$ cat src/rtl/booth_pkg.sv
// Shared types and constants for the sequential radix-2 Booth multiplier.
// Optional feature macro used by booth_seq_mult: MULT_ZERO_BYPASS_EN.
package booth_pkg;

    localparam int DEFAULT_WIDTH = 8;

    typedef enum logic [1:0] {
        IDLE = 2'd0,
        CALC = 2'd1,
        DONE = 2'd2
    } state_t;

    // Action selected by the Booth pair {q[0], q_1}; pair 2'b11 also means NOP.
    typedef enum logic [1:0] {
        BOOTH_NOP = 2'b00,
        BOOTH_ADD = 2'b01,
        BOOTH_SUB = 2'b10
    } booth_op_t;

    function automatic booth_op_t booth_decode(input logic q0, input logic q_1);
        booth_op_t op;
        case ({q0, q_1})
            2'b01:   op = BOOTH_ADD;
            2'b10:   op = BOOTH_SUB;
            default: op = BOOTH_NOP;
        endcase
        return op;
    endfunction

    // Step counter must hold the value WIDTH itself.
    function automatic int count_width(input int width);
        return $clog2(width + 1);
    endfunction

endpackage

$ cat src/rtl/booth_seq_mult_if.sv
// Operand/result bundle between the operand load registers and booth_seq_mult.
interface booth_seq_mult_if #(
    parameter int WIDTH = booth_pkg::DEFAULT_WIDTH
);

    logic                       start;
    logic signed [WIDTH-1:0]    M;
    logic signed [WIDTH-1:0]    Q;
    logic                       busy;
    logic                       done;
    logic signed [2*WIDTH-1:0]  P;

    modport master (
        output start, M, Q,
        input  busy, done, P
    );

    modport slave (
        input  start, M, Q,
        output busy, done, P
    );

endinterface

$ cat src/rtl/booth_step.sv
// One combinational radix-2 Booth iteration: add/sub of M into A, then an
// arithmetic right shift of the concatenation {A, Q, q_1}.
module booth_step
    import booth_pkg::*;
#(
    parameter int WIDTH = DEFAULT_WIDTH
) (
    input  logic [WIDTH:0]   a,
    input  logic [WIDTH-1:0] q,
    input  logic             q_1,
    input  logic [WIDTH:0]   m,
    output logic [WIDTH:0]   a_next,
    output logic [WIDTH-1:0] q_next,
    output logic             q_1_next
);

    logic [WIDTH:0] sum;

    always_comb begin
        sum = a;
        case (booth_decode(q[0], q_1))
            BOOTH_ADD: sum = a + m;
            BOOTH_SUB: sum = a - m;
            default:   sum = a;
        endcase
    end

    genvar gi;

    // A keeps its sign bit; the bit shifted out of A enters the top of Q.
    assign a_next[WIDTH] = sum[WIDTH];
    generate
        for (gi = 0; gi < WIDTH; gi++) begin : g_a_shift
            assign a_next[gi] = sum[gi+1];
        end
    endgenerate

    assign q_next[WIDTH-1] = sum[0];
    generate
        for (gi = 0; gi < WIDTH - 1; gi++) begin : g_q_shift
            assign q_next[gi] = q[gi+1];
        end
    endgenerate

    assign q_1_next = q[0];

endmodule

$ cat src/rtl/booth_seq_mult.sv
// Sequential signed radix-2 Booth multiplier: one step per clock, WIDTH+1 latency.
// Define MULT_ZERO_BYPASS_EN to finish zero-operand products in a single cycle.
module booth_seq_mult
    import booth_pkg::*;
#(
    parameter int WIDTH = DEFAULT_WIDTH
) (
    input  logic              clk,
    input  logic              reset_n,
    booth_seq_mult_if.slave   bus
);

    localparam int CW = count_width(WIDTH);

    state_t              state_reg, state_next;
    logic [WIDTH:0]      m_reg, m_next;
    logic [WIDTH:0]      a_reg, a_next;
    logic [WIDTH-1:0]    q_reg, q_next;
    logic                q_1_reg, q_1_next;
    logic [CW-1:0]       count_reg, count_next;
    logic [2*WIDTH-1:0]  p_reg, p_next;

    logic [WIDTH:0]      a_step;
    logic [WIDTH-1:0]    q_step;
    logic                q_1_step;

    booth_step #(
        .WIDTH (WIDTH)
    ) u_step (
        .a        (a_reg),
        .q        (q_reg),
        .q_1      (q_1_reg),
        .m        (m_reg),
        .a_next   (a_step),
        .q_next   (q_step),
        .q_1_next (q_1_step)
    );

    always_ff @(posedge clk or negedge reset_n) begin
        if (!reset_n) begin
            state_reg <= IDLE;
            m_reg     <= '0;
            a_reg     <= '0;
            q_reg     <= '0;
            q_1_reg   <= 1'b0;
            count_reg <= '0;
            p_reg     <= '0;
        end else begin
            state_reg <= state_next;
            m_reg     <= m_next;
            a_reg     <= a_next;
            q_reg     <= q_next;
            q_1_reg   <= q_1_next;
            count_reg <= count_next;
            p_reg     <= p_next;
        end
    end

    always_comb begin
        state_next = state_reg;
        m_next     = m_reg;
        a_next     = a_reg;
        q_next     = q_reg;
        q_1_next   = q_1_reg;
        count_next = count_reg;
        p_next     = p_reg;

        case (state_reg)
            IDLE, DONE: begin
                // DONE is a single-cycle state; a start here chains the next operation.
                state_next = IDLE;
                if (bus.start) begin
                    m_next     = {bus.M[WIDTH-1], bus.M};
                    a_next     = '0;
                    q_next     = bus.Q;
                    q_1_next   = 1'b0;
                    count_next = CW'(WIDTH);
                    state_next = CALC;
`ifdef MULT_ZERO_BYPASS_EN
                    if (bus.M == '0 || bus.Q == '0) begin
                        state_next = DONE;
                        p_next     = '0;
                    end
`endif
                end
            end

            CALC: begin
                a_next     = a_step;
                q_next     = q_step;
                q_1_next   = q_1_step;
                count_next = count_reg - CW'(1);
                // Product is taken from the post-shift values of the final step.
                if (count_reg == CW'(1)) begin
                    state_next = DONE;
                    p_next     = {a_step[WIDTH-1:0], q_step};
                end
            end

            default: state_next = IDLE;
        endcase
    end

    assign bus.busy = (state_reg == CALC);
    assign bus.done = (state_reg == DONE);
    assign bus.P    = p_reg;

endmodule

$ cat src/flat_wrapper.sv
// flat-port wrapper written by rule: the top's interface ports become plain ports
module booth_seq_mult_flat import booth_pkg::*;
#(
    parameter int WIDTH = DEFAULT_WIDTH
)
  (clk, reset_n, bus_start, bus_M, bus_Q, bus_busy, bus_done, bus_P);
  booth_seq_mult_if #(.WIDTH(WIDTH)) bus_i ();
  input  logic clk;
  input  logic reset_n;
  input wire logic [$bits(bus_i.start)-1:0] bus_start;
  input wire logic [$bits(bus_i.M)-1:0] bus_M;
  input wire logic [$bits(bus_i.Q)-1:0] bus_Q;
  output wire logic [$bits(bus_i.busy)-1:0] bus_busy;
  output wire logic [$bits(bus_i.done)-1:0] bus_done;
  output wire logic [$bits(bus_i.P)-1:0] bus_P;
  assign bus_i.start = bus_start;
  assign bus_i.M = bus_M;
  assign bus_i.Q = bus_Q;
  assign bus_busy = bus_i.busy;
  assign bus_done = bus_i.done;
  assign bus_P = bus_i.P;
  booth_seq_mult #(.WIDTH(WIDTH)) u_core (.clk(clk), .reset_n(reset_n), .bus(bus_i));
endmodule
$ cat config.mk
export PLATFORM = sky130hd
export DESIGN_NAME = booth_seq_mult_flat
export DESIGN_NICKNAME = d
export VERILOG_FILES = /design/src/rtl/booth_pkg.sv /design/src/rtl/booth_seq_mult_if.sv /design/src/rtl/booth_step.sv /design/src/rtl/booth_seq_mult.sv /design/src/flat_wrapper.sv
export SDC_FILE = /design/constraint.sdc
export NUM_CORES = 1
export LEC_CHECK = 0
export BUFFER_PORTS_ARGS = -buffer_cell sky130_fd_sc_hd__buf_2
export CAP_MARGIN = 30
export CELL_PAD_IN_SITES_DETAIL_PLACEMENT = 1
export CELL_PAD_IN_SITES_GLOBAL_PLACEMENT = 1
export CORE_UTILIZATION = 48
export CTS_CLUSTER_DIAMETER = 60
export DETAILED_ROUTE_END_ITERATION = 8
export PLACE_DENSITY = 0.85
export SYNTH_ARGS = -nofsm -noshare
export SYNTH_HDL_FRONTEND = slang
export SYNTH_HIERARCHICAL = 1
export SYNTH_SLANG_ARGS = --single-unit
$ cat constraint.sdc
create_clock -name clk -period 3.8 [get_ports clk]
set_input_delay 0.76 -clock clk [delete_from_list [all_inputs] [get_ports clk]]
set_output_delay 0.76 -clock clk [all_outputs]
set_load 0.1 [all_outputs]
# Word-level counts from Yosys, hierarchy flattened
# Index checks and enable logic that the tools add are counted.
# word_totals
reg_bits	48
latch_bits	0
mem_bits_rw	0
rom_bits	0
in_bits	19
out_inout_bits	18
word_cells	38
mem_count	0
# op_classes
add_sub_neg	3
multipliers	0
div	0
magnitude_cmp	0
n_eq_ne	9
n_shift	0
n_mux	13
bitwise_logic	0
reduce_logical	6
# ops
cell	count
$pmux W9 S2	2
$pmux W8 S2	1
$add A9 B9 Y9	1
$mux W9	1
$sub A9 B9 Y9	1
$mux W8	1
$pmux W2 S2	2
$pmux W4 S2	1
$eq A2 B1 Y1 const B	3
$eq A2 B2 Y1 const B	3
$reduce_and A2 Y1	3
$eq A4 B1 Y1 const B	1
$mux W4	1
$sub A4 B1 Y4 const B	1
$logic_not A2 Y1	1
$mux W1	2
$mux W2	1
$ne A2 B1 Y1 const B	1
$ne A2 B2 Y1 const B	1
$pmux W1 S2	1
$reduce_bool A2 Y1	1
$reduce_or A2 Y1	1

# Logic depth before layout (Yosys ltp)
# Gate-level depths: netlist (run 1).
# depth
depth_word	5
ltp_mapped	13
mapped_depth_nobuf	11

# Cells and area by module
# The synthesis (run 1) kept the hierarchy.
# by_module_without_submodules
module	n_inst	cells_each	area_per_inst_um2	seq_area_each_um2
booth_seq_mult	1	154	1931.9	1201.2
booth_step	1	103	753.2	0.0

# Least setup slack after synthesis (run 1)
# Ideal clock, no wire load.
# synth_path
kind	reg-to-reg
start	reg u_core.q_reg[0]
end	reg u_core.a_reg[8]
setup_ns	0.121
t_arrival_ns	2.395
required_ns	3.679
slack_ns	1.284
path_stages_with_launch	12
path_buffers	2
synth_period_minus_slack_ns	2.516
path_cell_list	dfrtp_1 ha_1 clkbuf_8 mux2i_1 fa_1 a211oi_1 o21ai_0 a22o_1 nand3b_1 xnor2_1 buf_4 a22o_1
# synth_between
elab_chain_cells	5
elab_cells_between_ends	7
cone_classes	4 x eq/ne; 3 x mux
# synth_lines
item	line	source
from (decl)	booth_seq_mult.sv:18	logic [WIDTH-1:0] q_reg, q_next;
from (signal assigned)	booth_seq_mult.sv:52	q_reg <= q_next;
$eq A2 B2 Y1 or $eq A2 B1 Y1 (tied branches)	booth_pkg.sv:22	case ({q0, q_1})
$pmux W2 S2 *	booth_pkg.sv:22	
$eq A2 B2 Y1 or $eq A2 B1 Y1 (tied branches)	booth_step.sv:21	case (booth_decode(q[0], q_1))
$pmux W9 S2 *	booth_step.sv:21	
named net u_core.a_step[7]	booth_seq_mult.sv:23	logic [WIDTH:0] a_step;
$pmux W9 S2 *	booth_seq_mult.sv:68	case (state_reg)
to (signal assigned)	booth_seq_mult.sv:51	a_reg <= a_next;
to (decl)	booth_seq_mult.sv:17	logic [WIDTH:0] a_reg, a_next;
# The timed path passes the listed nets; every way through them passes the cells marked *.
# A chain may end at the register's enable or synchronous reset.

# Final worst setup path (run 1)
# layout_path
start	reg u_core.q_1_reg
end	reg u_core.p_reg[12], in the netlist u_core/bus.P[12]
# layout_between
elab_chain_cells	4
elab_cells_between_ends	6
cone_classes	4 x eq/ne; 2 x mux
# layout_lines
item	line	source
from (decl)	booth_seq_mult.sv:19	logic q_1_reg, q_1_next;
from (signal assigned)	booth_seq_mult.sv:53	q_1_reg <= q_1_next;
$eq A2 B2 Y1 or $eq A2 B1 Y1 (tied branches)	booth_pkg.sv:22	
$pmux W2 S2 *	booth_pkg.sv:22	
$eq A2 B2 Y1 or $eq A2 B1 Y1 (tied branches)	booth_step.sv:21	
$pmux W9 S2 *	booth_step.sv:21	
named net u_core.a_step[4]	booth_seq_mult.sv:23	
to (signal assigned)	booth_seq_mult.sv:55	p_reg <= p_next;
to (decl)	booth_seq_mult.sv:21	logic [2*WIDTH-1:0] p_reg, p_next;
# Marked as above.

==> results of run 1 <==
worst max-delay path: cells and delay by family (launching register included):
| kind | cells | cell delay (ns) |
|---|---|---|
| muxes | 2 | 0.66 |
| and+or+nand+nor | 1 | 0.15 |
| adders and majority gates | 2 | 0.65 |
| AOI/OAI and AO/OA | 4 | 1.00 |
| buffers and inverters | 1 | 0.06 |
| DFF | 1 | 0.38 |
layout make-up:
type                       instances  area (um^2)
fill                             618         2280
clock buffer                       7         96.3
tap                               70         87.6
timing repair buffer              40          223
sequential                        48         1200
multi-input combinational        176         1300
inverter                          12         45.0
cells by family after synthesis:
logic type      count (synthesis)
flops                          48
xor+xnor                       10
mux                            19
fa+ha+maj                      13
compound gates                 54
buf+inv                        33
simple gates                   80
synth_stat cells, drive strengths merged, types with 2 or more instances:
library cell / number / area (um^2)
nor2: 7 / 26.3
xnor2: 8 / 70.1
mux2i: 2 / 20.0
o21ai: 11 / 55.1
nor3b: 2 / 26.3
ha: 12 / 150
dfrtp: 48 / 1200
a21oi: 4 / 20.0
mux2: 17 / 225
buf: 17 / 114
o211ai: 2 / 15.0
nand3: 10 / 50.1
nand2b: 4 / 25.0
xor2: 2 / 17.5
o31ai: 2 / 15.0
inv: 12 / 45.0
o21bai: 2 / 15.0
a22o: 11 / 96.3
nand3b: 2 / 15.0
nor2b: 4 / 25.0
nand2: 40 / 158
o21a: 2 / 15.0
a31oi: 3 / 18.8
a211oi: 3 / 27.5
nor4: 2 / 27.5
clkbuf: 4 / 25.0
nor3: 5 / 25.0
a22oi: 10 / 75.1
metal layers:
metal	up-vias	global-route usage, %	part of all wire (%)
met2	41	38.1	51
met4	0	7.12	1.5
li1	947	-	-
met5	-	0	0
met1	1017	27.8	44
met3	8	5.71	3.3
worst min-delay path by stage:
stage	slack, ns	startpoint	end	cells after the start
5_1_grt	0.39	reset_n	u_core/bus.P[11]$_DFFE_PN0P_	1
2_1_floorplan	0.46	reset_n	u_core/a_reg[0]$_DFFE_PN0P_	0
3_3_place_gp	0.48	u_core/bus.P[3]$_DFFE_PN0P_	u_core/bus.P[3]$_DFFE_PN0P_	1
6_report	0.38	reset_n	u_core/bus.P[10]$_DFFE_PN0P_	1
4_1_cts	0.38	reset_n	u_core/bus.P[14]$_DFFE_PN0P_	1
3_5_place_dp	0.49	u_core/a_reg[0]$_DFFE_PN0P_	u_core/a_reg[0]$_DFFE_PN0P_	1
per-stage QoR:
| step | instance area, um^2 | hold slack (ns) | std cells |
|---|---|---|---|
| final | 2950 | 0.376 | 353 |
| after global routing | 2950 | 0.394 | 353 |
| after CTS | 2950 | 0.383 | 353 |
| after detailed placement | 2860 | 0.488 | 346 |
| after global placement | 2840 | 0.484 | 345 |
| after floorplan | 2690 | 0.464 | 257 |
==> impl_results.md, run 1 <==
* Status: finished clean
* Startpoint types: flop
* Clock Skews at 0.00487 ns
* Unique masters post-synth at 47
* Largest family of logic cells by synthesized area: simple AND/OR/NAND/NOR gates
* Tcrit/Tclk final at 79.8%
* Clk root buf: clkbuf_8
* Post-DR vias/cell at 5.70
* Setup WS pre-CTS at 0.927 ns
* Synthesized area at 2690 um^2
* WP data required at 3.99 ns
* Antenna violations before repair at 0
* Rel. slew slack at 42.5%
* Setup Buffers After CTS at 0
* CP Launch Point: u_core/q_1_reg$_DFFE_PN0P_
* Pins over their slew limit at 0
* Routed WL per cell at 17.2 um
* Final setup viols at 0
* DIE WIDTH at 76.8 um
* Simple-gate share of the synthesized area at 15.2%
* Largest net degree at the start of global routing at 34
* PortBufs at 36
* Crit path kind: reg2reg
* Worst setup path endpoint: u_core/bus.P[12]$_DFFE_PN0P_
* Syn_area_per_cell at 10.4 um^2
* Most common cell after layout, fill and taps aside: dfrtp_1
* Post-Synth Adder-Cell Area at 6.34%
* Most frequent cells in the layout: 48 x dfrtp_1, 39 x nand2_1, 36 x buf_2
* Clk pin slew, worst setup/hold paths at 0.08 ns
* Htree depth at 2
* Vias in the first global route at 2127
* Util after Layout at 56.4%
* Critical Path Fanout Max at 9
* RSZ-0062 raised after global routing: false
* Max reg flops at 16
* Max clock buf depth at 2
* Syn Nets at 289
* EDFF count, synth at 0
* RR Endpoint: u_core/bus.P[12]$_DFFE_PN0P_
* Die H at 76.8 um
* Fmax at 330 MHz
* Initial core utilization at 51.3%
* Worst path arrival time at 3.22 ns
* Critical Path, Cell by Cell: inv_1, ha_1, mux2i_1, ha_1, nor2b_1, o21ai_1, a21boi_0, o211ai_1, o211ai_1, mux2_4
* Synthesized netlist cell count at 257
* TritonCTS clock tree: yes
* Fin crit period at 3.03 ns
* Mux cell area share after synthesis at 9.13%
* Cells on worst reg2reg path at 10
* Die area at 5900 um^2
* Ports at 37
* Xor and xnor area share after synthesis at 3.26%
* Compound-Gate Fraction of Synth Area at 14.4%
* First-pass GRT wire length at 10.3 mm
* Worst flop-to-flop path startpoint: u_core/q_1_reg$_DFFE_PN0P_
* FF+latch count, synth at 48
* Initial DRC Count at 109
* Hold Vio Cnt, Final at 0
* Worst path max stage delay at 0.38 ns
* Std cell rows at 26
* Slowest CP cell: dfrtp_1
* # nets final at 315
* Tightest Hold Check Type: in2async
* TritonRoute pass-1 iters at 4
* Post-route DRC at 0
* Maxcap violations at 0
* Register area share after synthesis at 44.7%
* CP endpoint kind: flop
* Detailed Place HPWL at 4.43 mm
* Yosys warns at 6
* Async set-reset flop share out of synthesis at 100%
* Via count at 2013
* Post-CTS sizing at 0
* Area Overhead vs Synth at 9.97%
* Diode count at 0
* Gr usage total at 22.5%
* Fin worst setup slack at 0.769 ns
* Clock Sinks at 48
* Total CTS buffers at 5
* Top_reg_cell synth: dfrtp_1
* Post-route ant nets at 0
* Routability congestion estimate at 0.840
* Clock Latency Late Sink at 0.30 ns
* Final wirelength at 6.08 mm
* Hold-fix buffers, CTS at 0
* FF-to-FF setup slack at 0.77 ns
* Setup Total Neg Slack at 0 ns
* Tightest Pin Transition at 0.859 ns
* GR Overflow Total at 0
* Total core area at 5240 um^2
* Share of layout cells above drive strength 1 at 24.7%
Power of run 1 is left out: the tool's default activity adds up to more than one toggle a clock period on the data nets, which glitch-free logic cannot reach.
==> run 2: changes to the inputs <==
--- a/config.mk
+++ b/config.mk
@@ -9,10 +9,10 @@
 export CAP_MARGIN = 30
 export CELL_PAD_IN_SITES_DETAIL_PLACEMENT = 1
 export CELL_PAD_IN_SITES_GLOBAL_PLACEMENT = 1
-export CORE_UTILIZATION = 48
+export CORE_UTILIZATION = 45
 export CTS_CLUSTER_DIAMETER = 60
 export DETAILED_ROUTE_END_ITERATION = 8
-export PLACE_DENSITY = 0.85
+export PLACE_DENSITY = 0.81
 export SYNTH_ARGS = -nofsm -noshare
 export SYNTH_HDL_FRONTEND = slang
 export SYNTH_HIERARCHICAL = 1
==> constraint.sdc (replaced) <==
create_clock -name clk -period 2.8 [get_ports clk]
set_input_delay 0.56 -clock clk [delete_from_list [all_inputs] [get_ports clk]]
set_output_delay 0.56 -clock clk [all_outputs]
set_load 0.1 [all_outputs]
==> run 2 against run 1 <==
- via count fell by 0.94%
- clock skew rose by 0.00099 ns
- largest cell class unchanged
- maximum frequency rose by 12%
- highest routed layer unchanged
- final cell count rose by 2.0%
- die area rose by 6.5%
- core utilization fell by 2.7 points
==> impl_results.md, run 2 (synthesized netlist as in run 1, its figures left out) <==
* Status: finished clean
* TritonRoute pass-1 iters at 4
* Hold Vio Cnt, Final at 0
* DIE WIDTH at 79.2 um
* Crit path kind: reg2reg
* FF-to-FF setup slack at 0.09 ns
* PortBufs at 36
* Routability congestion estimate at 0.786
* Hold_ws at 0.341 ns
* Detailed Place HPWL at 4.16 mm
* Diode count at 0
* Tightest Pin Transition at 0.794 ns
* Most common cell after layout, fill and taps aside: dfrtp_1
* GR Overflow Total at 0
* Startpoint types: flop
* Clock Sinks at 48
* Fmax at 369 MHz
* Clk root buf: clkbuf_8
* # nets final at 319
* Tightest Hold Check Type: in2async
* CP endpoint kind: flop
* Total core area at 5640 um^2
* Max reg flops at 16
* Fin crit period at 2.71 ns
* Share of layout cells above drive strength 1 at 28.5%
* Area Overhead vs Synth at 12.9%
* Maxcap violations at 0
* Die H at 79.2 um
* Ports at 37
* Std cell rows at 27
* Area post-placement at 2860 um^2
* Vias in the first global route at 2105
* Clock Latency Late Sink at 0.30 ns
* Pins over their slew limit at 0
* Die area at 6280 um^2
* CP Launch Point: u_core/m_reg[1]$_DFFE_PN0P_
* WP data required at 2.99 ns
* Total CTS buffers at 5
* Critical Path Fanout Max at 6
* RR Endpoint: u_core/bus.P[15]$_DFFE_PN0P_
* Tcrit/Tclk final at 96.9%
* Initial DRC Count at 97
* Htree depth at 2
* Gr usage total at 20.7%
* TritonCTS clock tree: yes
* Post-DR vias/cell at 5.54
* Post-route DRC at 0
* First-pass GRT wire length at 10.1 mm
* Clk pin slew, worst setup/hold paths at 0.09 ns
* Via count at 1994
* Max clock buf depth at 2
* Initial core utilization at 47.6%
* Setup WS pre-CTS at -0.0121 ns
* Final wirelength at 6.04 mm
* Antenna violations before repair at 0
* Design area at 3030 um^2
* Cells on worst reg2reg path at 11
* Final setup viols at 0
* Clock Skews at 0.00586 ns
* Rel. slew slack at 47.1%
* Most frequent cells in the layout: 48 x dfrtp_1, 39 x nand2_1, 36 x buf_2
* Post-route ant nets at 0
* Worst flop-to-flop path startpoint: u_core/m_reg[1]$_DFFE_PN0P_
* Hold-fix buffers, CTS at 0
* Worst path arrival time at 2.91 ns
* Setup Total Neg Slack at 0 ns
* Fin worst setup slack at 0.0870 ns
* Routed WL per cell at 16.8 um
* Largest net degree at the start of global routing at 49
[run 2: critical path, cell delays in order, from the launching register on]
cell and delay, ns:
dfrtp_1 0.43, inv_1 0.07, ha_1 0.26, a31oi_2 0.25, xnor2_1 0.12, ha_1 0.30, nor4_2 0.30, o21ai_1 0.16
a22o_1 0.22, nand3b_1 0.12, xnor2_1 0.11, mux2_2 0.27
[run 2: timing repair]
item / in CTS / in global routing
endpoints found under the setup margin: 8 / 11
pin swaps: 0 / 3
gates resized for setup: 1 / 11
setup buffers: 0 / 2
hold endpoints to repair: 0 / 0
[run 2: how the worst max path moves through the flow]
stage	to	slack, ns	cells past startpoint
after floorplan	u_core/a_reg[8]$_DFFE_PN0P_	0.28	11
after global placement	u_core/bus.P[13]$_DFFE_PN0P_	0.13	10
after detailed placement	u_core/bus.P[13]$_DFFE_PN0P_	-0.01	10
after CTS	u_core/bus.P[14]$_DFFE_PN0P_	0.03	10
after global routing	u_core/bus.P[15]$_DFFE_PN0P_	-0.03	11
final	u_core/bus.P[15]$_DFFE_PN0P_	0.09	11
[run 2: through the flow]
step                util, %  std cells
global placement       50.7        350
detailed placement     50.7        350
floorplan                 -        257
finish                 53.7        360
CTS                    52.7        358
global route           53.7        360
[run 2: layer usage]
metal  global-route usage [%]  wire length (um)  share of wire, %  vias to the layer above
met3                     3.79               174               2.9                        5
met1                     26.7              2870                47                     1010
met5                        0                 0                 0                        -
li1                         -                 -                 -                      950
met4                     4.91                42              0.70                        0
met2                     35.6              2960                49                       29
[run 2: final cells by class]
cell class / instances / area, um^2
Clock buffer: 6 / 72.6
Sequential cell: 48 / 1200
Fill cell: 647 / 2610
Tap cell: 72 / 90.1
Timing Repair Buffer: 44 / 240
Inverter: 12 / 45.0
Multi-Input combinational cell: 176 / 1350
Clock inverter: 2 / 35.0
Power of run 2 is left out for the same reason.
